File: config.mk
export PLATFORM = sky130hd
export DESIGN_NAME = data_memory_mc
export DESIGN_NICKNAME = d
export VERILOG_FILES = /design/src/rtl/data_memory_mc.sv
export SDC_FILE = /design/constraint.sdc
export NUM_CORES = 2
export LEC_CHECK = 0
export CAP_MARGIN = 15
export CORE_UTILIZATION = 57
export CTS_BUF_LIST = sky130_fd_sc_hd__clkbuf_16
export DETAILED_ROUTE_END_ITERATION = 7
export PLACE_DENSITY = 0.78
export SETUP_SLACK_MARGIN = 0.2
export SKIP_LAST_GASP = 1
export SYNTH_ARGS = -nofsm -noshare
export SYNTH_HDL_FRONTEND = slang
export SYNTH_SLANG_ARGS = --single-unit
File: constraint.sdc
create_clock -name CLK -period 3.2 [get_ports CLK]
set_clock_uncertainty 0.1 [all_clocks]
set_input_delay 0.96 -clock CLK [delete_from_list [all_inputs] [get_ports CLK]]
set_output_delay 0.96 -clock CLK [all_outputs]
set_load 0.02 [all_outputs]
File: src/rtl/data_memory_mc.sv
// Multi-cycle byte-addressable data memory with a valid/ready request port,
// sub-word little-endian access, load extension and error reporting.
module data_memory_mc #(
  parameter int unsigned DEPTH   = 64,
  parameter int unsigned LATENCY = 2,
  parameter int unsigned ADDR_W  = 32
) (
  input  logic              CLK,
  input  logic              RST,
  input  logic              req_valid,
  output logic              req_ready,
  input  logic              req_write,
  input  logic [1:0]        req_size,
  input  logic              req_unsigned,
  input  logic [ADDR_W-1:0] Address,
  input  logic [31:0]       Write_data,
  output logic              resp_valid,
  output logic [31:0]       Read_data,
  output logic              resp_err
);

  localparam int unsigned IdxW    = $clog2(DEPTH);
  localparam logic [3:0]  LatInit = 4'(LATENCY - 1);

  typedef enum logic [1:0] {StIdle, StBusy, StResp} state_e;

  state_e state_q, state_d;
  logic [3:0] cnt_q, cnt_d;

  logic              write_q;
  logic [1:0]        size_q;
  logic              uns_q;
  logic [ADDR_W-1:0] addr_q;
  logic [31:0]       wdata_q;
  logic              err_q;
  logic [31:0]       rdata_q;

  logic [31:0] mem_q [DEPTH];

  logic accept;
  logic go_resp;
  logic commit;

  // In IDLE the access is taken straight from the port so that error and
  // single-cycle requests can complete on the acceptance edge itself.
  logic              acc_write;
  logic [1:0]        acc_size;
  logic              acc_uns;
  logic [ADDR_W-1:0] acc_addr;
  logic [31:0]       acc_wdata;
  logic              acc_err;
  logic [IdxW-1:0]   acc_idx;

  always_comb begin
    if (state_q == StIdle) begin
      acc_write = req_write;
      acc_size  = req_size;
      acc_uns   = req_unsigned;
      acc_addr  = Address;
      acc_wdata = Write_data;
    end else begin
      acc_write = write_q;
      acc_size  = size_q;
      acc_uns   = uns_q;
      acc_addr  = addr_q;
      acc_wdata = wdata_q;
    end
  end

  assign acc_idx = acc_addr[IdxW+1:2];

  always_comb begin
    acc_err = 1'b0;
    unique case (acc_size)
      2'b00:   acc_err = 1'b0;
      2'b01:   acc_err = acc_addr[0];
      2'b10:   acc_err = (acc_addr[1:0] != 2'b00);
      default: acc_err = 1'b1;
    endcase
    if ((acc_addr >> (IdxW + 2)) != '0) begin
      acc_err = 1'b1;
    end
  end

  // Store lane enables and lane-replicated write word.
  logic [3:0]  wr_be;
  logic [31:0] wr_word;

  always_comb begin
    wr_be   = 4'b0000;
    wr_word = '0;
    unique case (acc_size)
      2'b00: begin
        wr_be   = 4'b0001 << acc_addr[1:0];
        wr_word = {4{acc_wdata[7:0]}};
      end
      2'b01: begin
        wr_be   = acc_addr[1] ? 4'b1100 : 4'b0011;
        wr_word = {2{acc_wdata[15:0]}};
      end
      2'b10: begin
        wr_be   = 4'b1111;
        wr_word = acc_wdata;
      end
      default: begin
        wr_be   = 4'b0000;
        wr_word = '0;
      end
    endcase
  end

  // Load lane extraction and extension.
  logic [31:0] rd_word;
  logic [7:0]  rd_byte;
  logic [15:0] rd_half;
  logic [31:0] load_val;

  assign rd_word = mem_q[acc_idx];
  assign rd_half = acc_addr[1] ? rd_word[31:16] : rd_word[15:0];

  always_comb begin
    rd_byte = rd_word[7:0];
    unique case (acc_addr[1:0])
      2'b00:   rd_byte = rd_word[7:0];
      2'b01:   rd_byte = rd_word[15:8];
      2'b10:   rd_byte = rd_word[23:16];
      default: rd_byte = rd_word[31:24];
    endcase
  end

  always_comb begin
    load_val = rd_word;
    unique case (acc_size)
      2'b00:   load_val = acc_uns ? {24'b0, rd_byte} : {{24{rd_byte[7]}}, rd_byte};
      2'b01:   load_val = acc_uns ? {16'b0, rd_half} : {{16{rd_half[15]}}, rd_half};
      default: load_val = rd_word;
    endcase
  end

  // Next-state logic.
  always_comb begin
    state_d = state_q;
    cnt_d   = cnt_q;
    accept  = 1'b0;
    go_resp = 1'b0;
    unique case (state_q)
      StIdle: begin
        if (req_valid) begin
          accept = 1'b1;
          if (acc_err || (LATENCY == 1)) begin
            state_d = StResp;
            go_resp = 1'b1;
          end else begin
            state_d = StBusy;
            cnt_d   = LatInit;
          end
        end
      end
      StBusy: begin
        if (cnt_q == 4'd1) begin
          state_d = StResp;
          go_resp = 1'b1;
        end else begin
          cnt_d = cnt_q - 4'd1;
        end
      end
      StResp:  state_d = StIdle;
      default: state_d = StIdle;
    endcase
  end

  assign commit = go_resp && !acc_err;

  always_ff @(posedge CLK or negedge RST) begin
    if (!RST) begin
      state_q <= StIdle;
      cnt_q   <= '0;
    end else begin
      state_q <= state_d;
      cnt_q   <= cnt_d;
    end
  end

  always_ff @(posedge CLK or negedge RST) begin
    if (!RST) begin
      write_q <= 1'b0;
      size_q  <= '0;
      uns_q   <= 1'b0;
      addr_q  <= '0;
      wdata_q <= '0;
      err_q   <= 1'b0;
      rdata_q <= '0;
    end else begin
      if (accept) begin
        write_q <= req_write;
        size_q  <= req_size;
        uns_q   <= req_unsigned;
        addr_q  <= Address;
        wdata_q <= Write_data;
      end
      if (go_resp) begin
        err_q   <= acc_err;
        rdata_q <= (acc_err || acc_write) ? 32'h0 : load_val;
      end
    end
  end

  always_ff @(posedge CLK or negedge RST) begin
    if (!RST) begin
      for (int unsigned i = 0; i < DEPTH; i++) begin
        mem_q[IdxW'(i)] <= '0;
      end
    end else if (commit && acc_write) begin
      if (wr_be[0]) mem_q[acc_idx][7:0]   <= wr_word[7:0];
      if (wr_be[1]) mem_q[acc_idx][15:8]  <= wr_word[15:8];
      if (wr_be[2]) mem_q[acc_idx][23:16] <= wr_word[23:16];
      if (wr_be[3]) mem_q[acc_idx][31:24] <= wr_word[31:24];
    end
  end

  assign req_ready  = (state_q == StIdle);
  assign resp_valid = (state_q == StResp);
  assign resp_err   = (state_q == StResp) && err_q;
  assign Read_data  = (state_q == StResp) ? rdata_q : 32'h0;

endmodule

* Word level (Yosys, flattened, before mapping) *
Index checks and enable logic that the tools add are counted.
Widths: inputs -> output; s select.

storage, ports and cells
  bits in registers = 2155
  output and inout port bits = 35

operators by class
  multiplexer cells = 53
  eq/ne operators = 11
  shifts and indexed selects = 1
  bitwise operators = 1
  magnitude comparators = 2
  reduce and logical (&&, ||, !) cells = 14
  $add $sub $neg = 1

operators with widths
  operator            number
  $mux 2048           7
  $bwmux 2048         4
  $demux 32 s6        4
  $mux 32             9
  $bmux 32 s6         1
  $pmux 32 s3         1
  $pmux 32 s2         1
  $mux 16             2
  $reduce_bool 32->1  1
  $mux 24             1
  $pmux 8 s3          1
  $mux 4              4
  $pmux 4 s3          1
  $mux 1              8
  $mux 2              4
  $mux 8              1
  $ne 2x2->1 const B  4
  $pmux 4 s2          1
  $ge 7x7->1 const B  1
  $lt 7x1->1 const B  1
  $not 6->7           1
  $eq 2x1->1 const B  3
  $eq 2x2->1 const B  3
  $logic_not 2->1     3
  other kinds (12)    16

* Depth between registers and ports, before layout *
  word-level depth = 19
  mapped depth = 17
  mapped depth without buffers = 11

* Least setup slack after synthesis *
Ideal clock, no wire load.

  path kind = input to register
  start point = input port Address[2]
  end point = register rdata_q[24]
  stages on the path = 12
  arrival time = 3818 ps
  path buffers = 3
  setup slack = -811 ps
  data required time = 3007 ps
  path through = or3b_1 -> clkbuf_1 -> clkbuf_1 -> a21oi_1 -> o21a_1 -> or4b_1 -> a2111oi_2 -> a211oi_1 -> nor4_4 -> a31oi_4 -> buf_6 -> o31ai_2

between the ends
  longest elaborated chain between the ends = 9

ends and longest elaborated chain
  element                                        RTL line  RTL
  start: declaration                             15        input logic [ADDR_W-1:0] Address,
  $mux 32 *                                      55        if (state_q == StIdle) begin
  $not 6->7 (not written as such) *              118       assign rd_word = mem_q[acc_idx];
  $bmux 32 s6 *                                  118
  $mux 32 (not written as such) * (2 in series)  118
  $pmux 8 s3 / $mux 16 (equally long branches)   123, 119
  $mux 32 (on tied branches)                     134, 135
  $pmux 32 s2 *                                  133       unique case (acc_size)
  $mux 32 *                                      203       rdata_q <= (acc_err || acc_write) ? 32'h0 : load_val;
  end signal: assignment                         203
  end: declaration                               36        logic [31:0] rdata_q;

Mark *: on every way between the ends. The rest lies on a longest branch, timed or not. The select of a mux whose other input is x is not followed.
A chain may end at the register's enable or synchronous reset.

* Worst setup path in the final report *
  start point = register state_q[0]
  end point = register rdata_q[2]

between the ends
  longest elaborated chain between the ends = 10

ends and longest elaborated chain
  element                                       RTL line  RTL
  start: declaration                            27        state_e state_q, state_d;
  start signal: assignment                      176       state_q <= StIdle;
  start signal: assignment                      179       state_q <= state_d;
  $logic_not 2->1                               55, 146
  $mux 32                                       55
  $not 6->7 (not written as such)               118
  $bmux 32 s6                                   118
  $mux 32 (not written as such) (2 in series)   118
  $pmux 8 s3 / $mux 16 (equally long branches)  123, 119
  $mux 32 (on tied branches)                    134, 135
  $pmux 32 s2                                   133
  $mux 32                                       203

Several ways; a longest one is shown, not always the timed one. The select of a mux whose other input is x is not followed.

==> summary.txt <==
Pwr
  • Logic pwr share: between 10% and 20%
  • P_leak: just under 60 nW
  • P_int: 45.9 mW
  • Net switching power: approximately 20 mW
  • VDD IR max: 0.613 mV
  • Flop pwr share: a little over two fifths
  • PD cells: 536 nW/µm²
  • Clock Power Share: about two fifths
  • Switching share of power: approximately 30%

Route
  • Met2 wire length: between 150 and 200 mm
  • DR vias: slightly below 90000
  • Met1 WL: roughly 130 mm
  • Final Routed Wirelength: 379 mm
  • Pre-antenna DRT Iters: 8
  • DR iter-0 viols: about 12000
  • Drt wl/cell: approximately 30 µm
  • Antenna Nets Post-Route: 0
  • Post-route DRC: 3
  • Max layer used: met5
  • Via density: 6.79
  • Met3 WL: between 50 and 60 mm

Placed design
  • Number of port buffers: 105
  • Detailed placer's ending HPWL: ~260 mm
  • Gpl congestion: slightly above 1

Timing
  • Max-slew violation count: 0
  • Fmax: 252 MHz
  • # setup viols final: about 2100
  • Final TNS setup: -369460 ps
  • Tcrit/Tclk final: 124%
  • Unrepaired setup endpoints after global routing: true
  • Final worst-path setup slack: -766 ps
  • Hold Fails Final Rpt: 0
  • Min Tclk post-route: 3970 ps
  • Max-slew headroom: between 30% and 40%
  • Slew @ Worst Pin: around 900 ps

Critical path
  • Critical R2R Launch: state_q[0]
  • Worst Setup Start Kind: flip-flop
  • Critical path class: flip-flop to flip-flop
  • Worst Path Required: about 3900 ps
  • Crit end category: flip-flop
  • Crit-path max FO: 14
  • R2R depth: 16
  • Reg2reg end: rdata_q[2]
  • Crit path DAT: around 4700 ps
  • Flop2flop setup slack: -770 ps

Final layout
  • Commonest non-fill, non-tap cell in the layout: dfrtp_1
  • Post-Route Utilization: about three quarters
  • Syn-to-layout area delta: 29.6%
  • Nets@finish: about 11000
  • Fillcell total: ~10000
  • Share of cells above drive strength 1: around 29%
  • Commonest cells after routing, fill and taps aside: dfrtp_1 (2153), nor2_1 (1843), a21oi_1 (1537)

Floorplanning
  • Die Ht: around 410 µm
  • Die Wd: 409 µm
  • Core footprint: ~160000 µm²
  • Std-Cell Rows: roughly 150
  • Top-level I/O count: around 110
  • Die area: between 150000 and 200000 µm²
  • Initial core utilization: ~57%

Synthesis
  • Asr flop ratio synth: 100%
  • Yosys warnings: 0
  • Seq cells post-synth: between 2000 and 2500
  • Seq/Total Area, Yosys: 57.0%
  • Dominant synthesized flop cell: dfrtp_1
  • Simple-gate portion of the synthesized area: a little over an eighth
  • Xor/xnor share of the synthesized area: 0%
  • Syn Area/Cell: 10.0 µm²
  • Adder-cell share of the synthesized area: less than 1%
  • Gate Count Post-Synth: 9458
  • Mux share of post-synthesis cell area: approximately 7.5%
  • Post-synthesis compound-gate area fraction: between 10% and 20%
  • Yosys cell types: 87
  • Post-Syn Nets: around 9500
  • EDFF count, synth: 0
  • Post-Syn Area: 94600 µm²
  • Largest family of logic cells by synthesized area: compound AO/OA/AOI/OAI gates

Worst hold path
  • Min-Delay Endpoint: mem_q[1633]
  • HP Class: flip-flop to flip-flop
  • Startpoint of the worst hold path: mem_q[1633]
  • Hold depth: 1

Flow run
  • Max Cap Violations: 0

Clocking
  • Clock latency on the worst-skew pair: a little over 900 ps
  • Worst-case clock buffer depth: 3
  • CTS Buf Count: around 220
  • CTS tree: done
  • CTS Sinks: ~2200
  • Root buffer cell: clkbuf_16
  • Clock transition at path regs: around 60 ps
  • CTS H-Tree Depth: 4

Run status
  • Failing checks: DRC, setup timing
  • Status: finished with violations

Global route
  • Initial antenna violation count: 17
  • Largest net degree at the start of global routing: ~150
  • Total GRT Usage: roughly 44%
  • Vias in the first global route: 86300
  • First-pass GRT wire length: 552 mm
  • Final global-route overflow total: 0
==> kinds of logic (layout without fill, tap and decap cells) <==
| logic type | after synthesis | count (layout) |
|---|---|---|
| compound gates | 3054 | 3054 |
| simple gates | 2764 | 2764 |
| flops | 2155 | 2155 |
| buf+inv | 850 | 2141 |
| mux | 633 | 633 |
| fa+ha+maj | 2 | 2 |
| other cells | 0 | 12 |
==> routing by layer <==
layer / up-vias / global-route usage, %
met4: 22 / 29.9
met3: 1810 / 13.1
met1: 43300 / 56.5
met5: - / 0
li1: 36100 / -
met2: 6629 / 64.2
==> state kept, by name, summed over array words and instances (netlist names) <==
register,flops
state_q,2
wdata_q,32
mem_q,2048
uns_q,1
rdata_q,32
size_q,2
err_q,1
cnt_q,4
addr_q,32
write_q,1
==> area by class of cell <==
type	count	area [µm²]	share of cell area, %
tap	2189	2740	2.23
sequential	2155	53900	44.0
clock inverter	181	1470	1.20
timing repair buffer	1706	18300	14.9
clock buffer	216	5410	4.41
inverter	38	145	0.118
antenna	12	30.0	0.0245
multi-input combinational	6453	40600	33.1
==> critical path, cell delays in order, from the launching register on <==
cell	delay [ps]
dfrtp_1	400
buf_12	160
or2_4	280
inv_4	120
buf_4	140
buf_4	100
o21a_4	180
buf_12	230
buf_12	190
buf_4	240
o221ai_1	210
a211oi_1	450
o21ai_0	220
a221oi_1	380
buf_4	200
a22o_1	150
or3_1	110
==> cells in the mapped netlist, drive strengths merged (23+ instances only) <==
cell type | instances | area [µm²]
nand4 | 30 | 188
o221ai | 82 | 718
and2 | 44 | 275
o22ai | 546 | 3420
or4 | 23 | 173
mux2i | 47 | 470
a211oi | 32 | 240
a2111oi | 25 | 231
nor3 | 344 | 2580
nand2 | 281 | 1050
o21a | 24 | 180
inv | 38 | 143
a31oi | 50 | 328
and3 | 23 | 144
buf | 230 | 1020
dfrtp | 2155 | 53900
o21ai | 247 | 1240
mux2 | 586 | 6600
nand3 | 55 | 275
o31ai | 33 | 298
nor2 | 1860 | 6980
a21oi | 1740 | 8710
o22a | 94 | 823
clkbuf | 582 | 2180
nor4 | 55 | 359
==> worst max path at each step <==
stage | startpoint | endpoint | slack, ps | depth (start not counted)
2_1_floorplan | Address[2] | rdata_q[24] | -710 | 12
3_3_place_gp | Address[4] | rdata_q[6] | -2140 | 14
3_5_place_dp | Address[4] | rdata_q[6] | -2160 | 14
4_1_cts | state_q[0] | rdata_q[24] | -680 | 14
5_1_grt | state_q[0] | rdata_q[2] | -780 | 17
6_report | state_q[0] | rdata_q[2] | -770 | 16
==> per-stage QoR <==
step           instance area [µm²]  cells  hold WS [ps]  power, mW  setup slack [ps]
6_report                    123000  13000           400       65.7              -766
5_1_grt                     123000  12900           416       66.9              -784
4_1_cts                     121000  12900           401       64.6              -677
3_5_place_dp                113000  12400           368       39.6             -2160
3_3_place_gp                113000  12400           364       39.5             -2140
2_1_floorplan                97900   9458           335       32.9              -709
==> what timing repair did <==
item                                   4_1_cts  5_1_grt
gates resized for setup                    195      281
setup endpoints to repair                 2119     2119
gates cloned                                 2       11
hold buffers                                 1        0
endpoints found under the hold margin       25        0
buffers inserted                            32       67
pin swaps                                   36       47
==> power groups by stage <==
stage	logic [mW]	clock network [mW]	registers [mW]
3_5_place_dp	11.7	0	28.0
6_report	13.1	25.1	27.5
5_1_grt	13.2	26.2	27.5
4_1_cts	12.1	25.1	27.5
2_1_floorplan	4.96	0	27.9
3_3_place_gp	11.5	0	27.9
(Power assumes the default switching activity.)
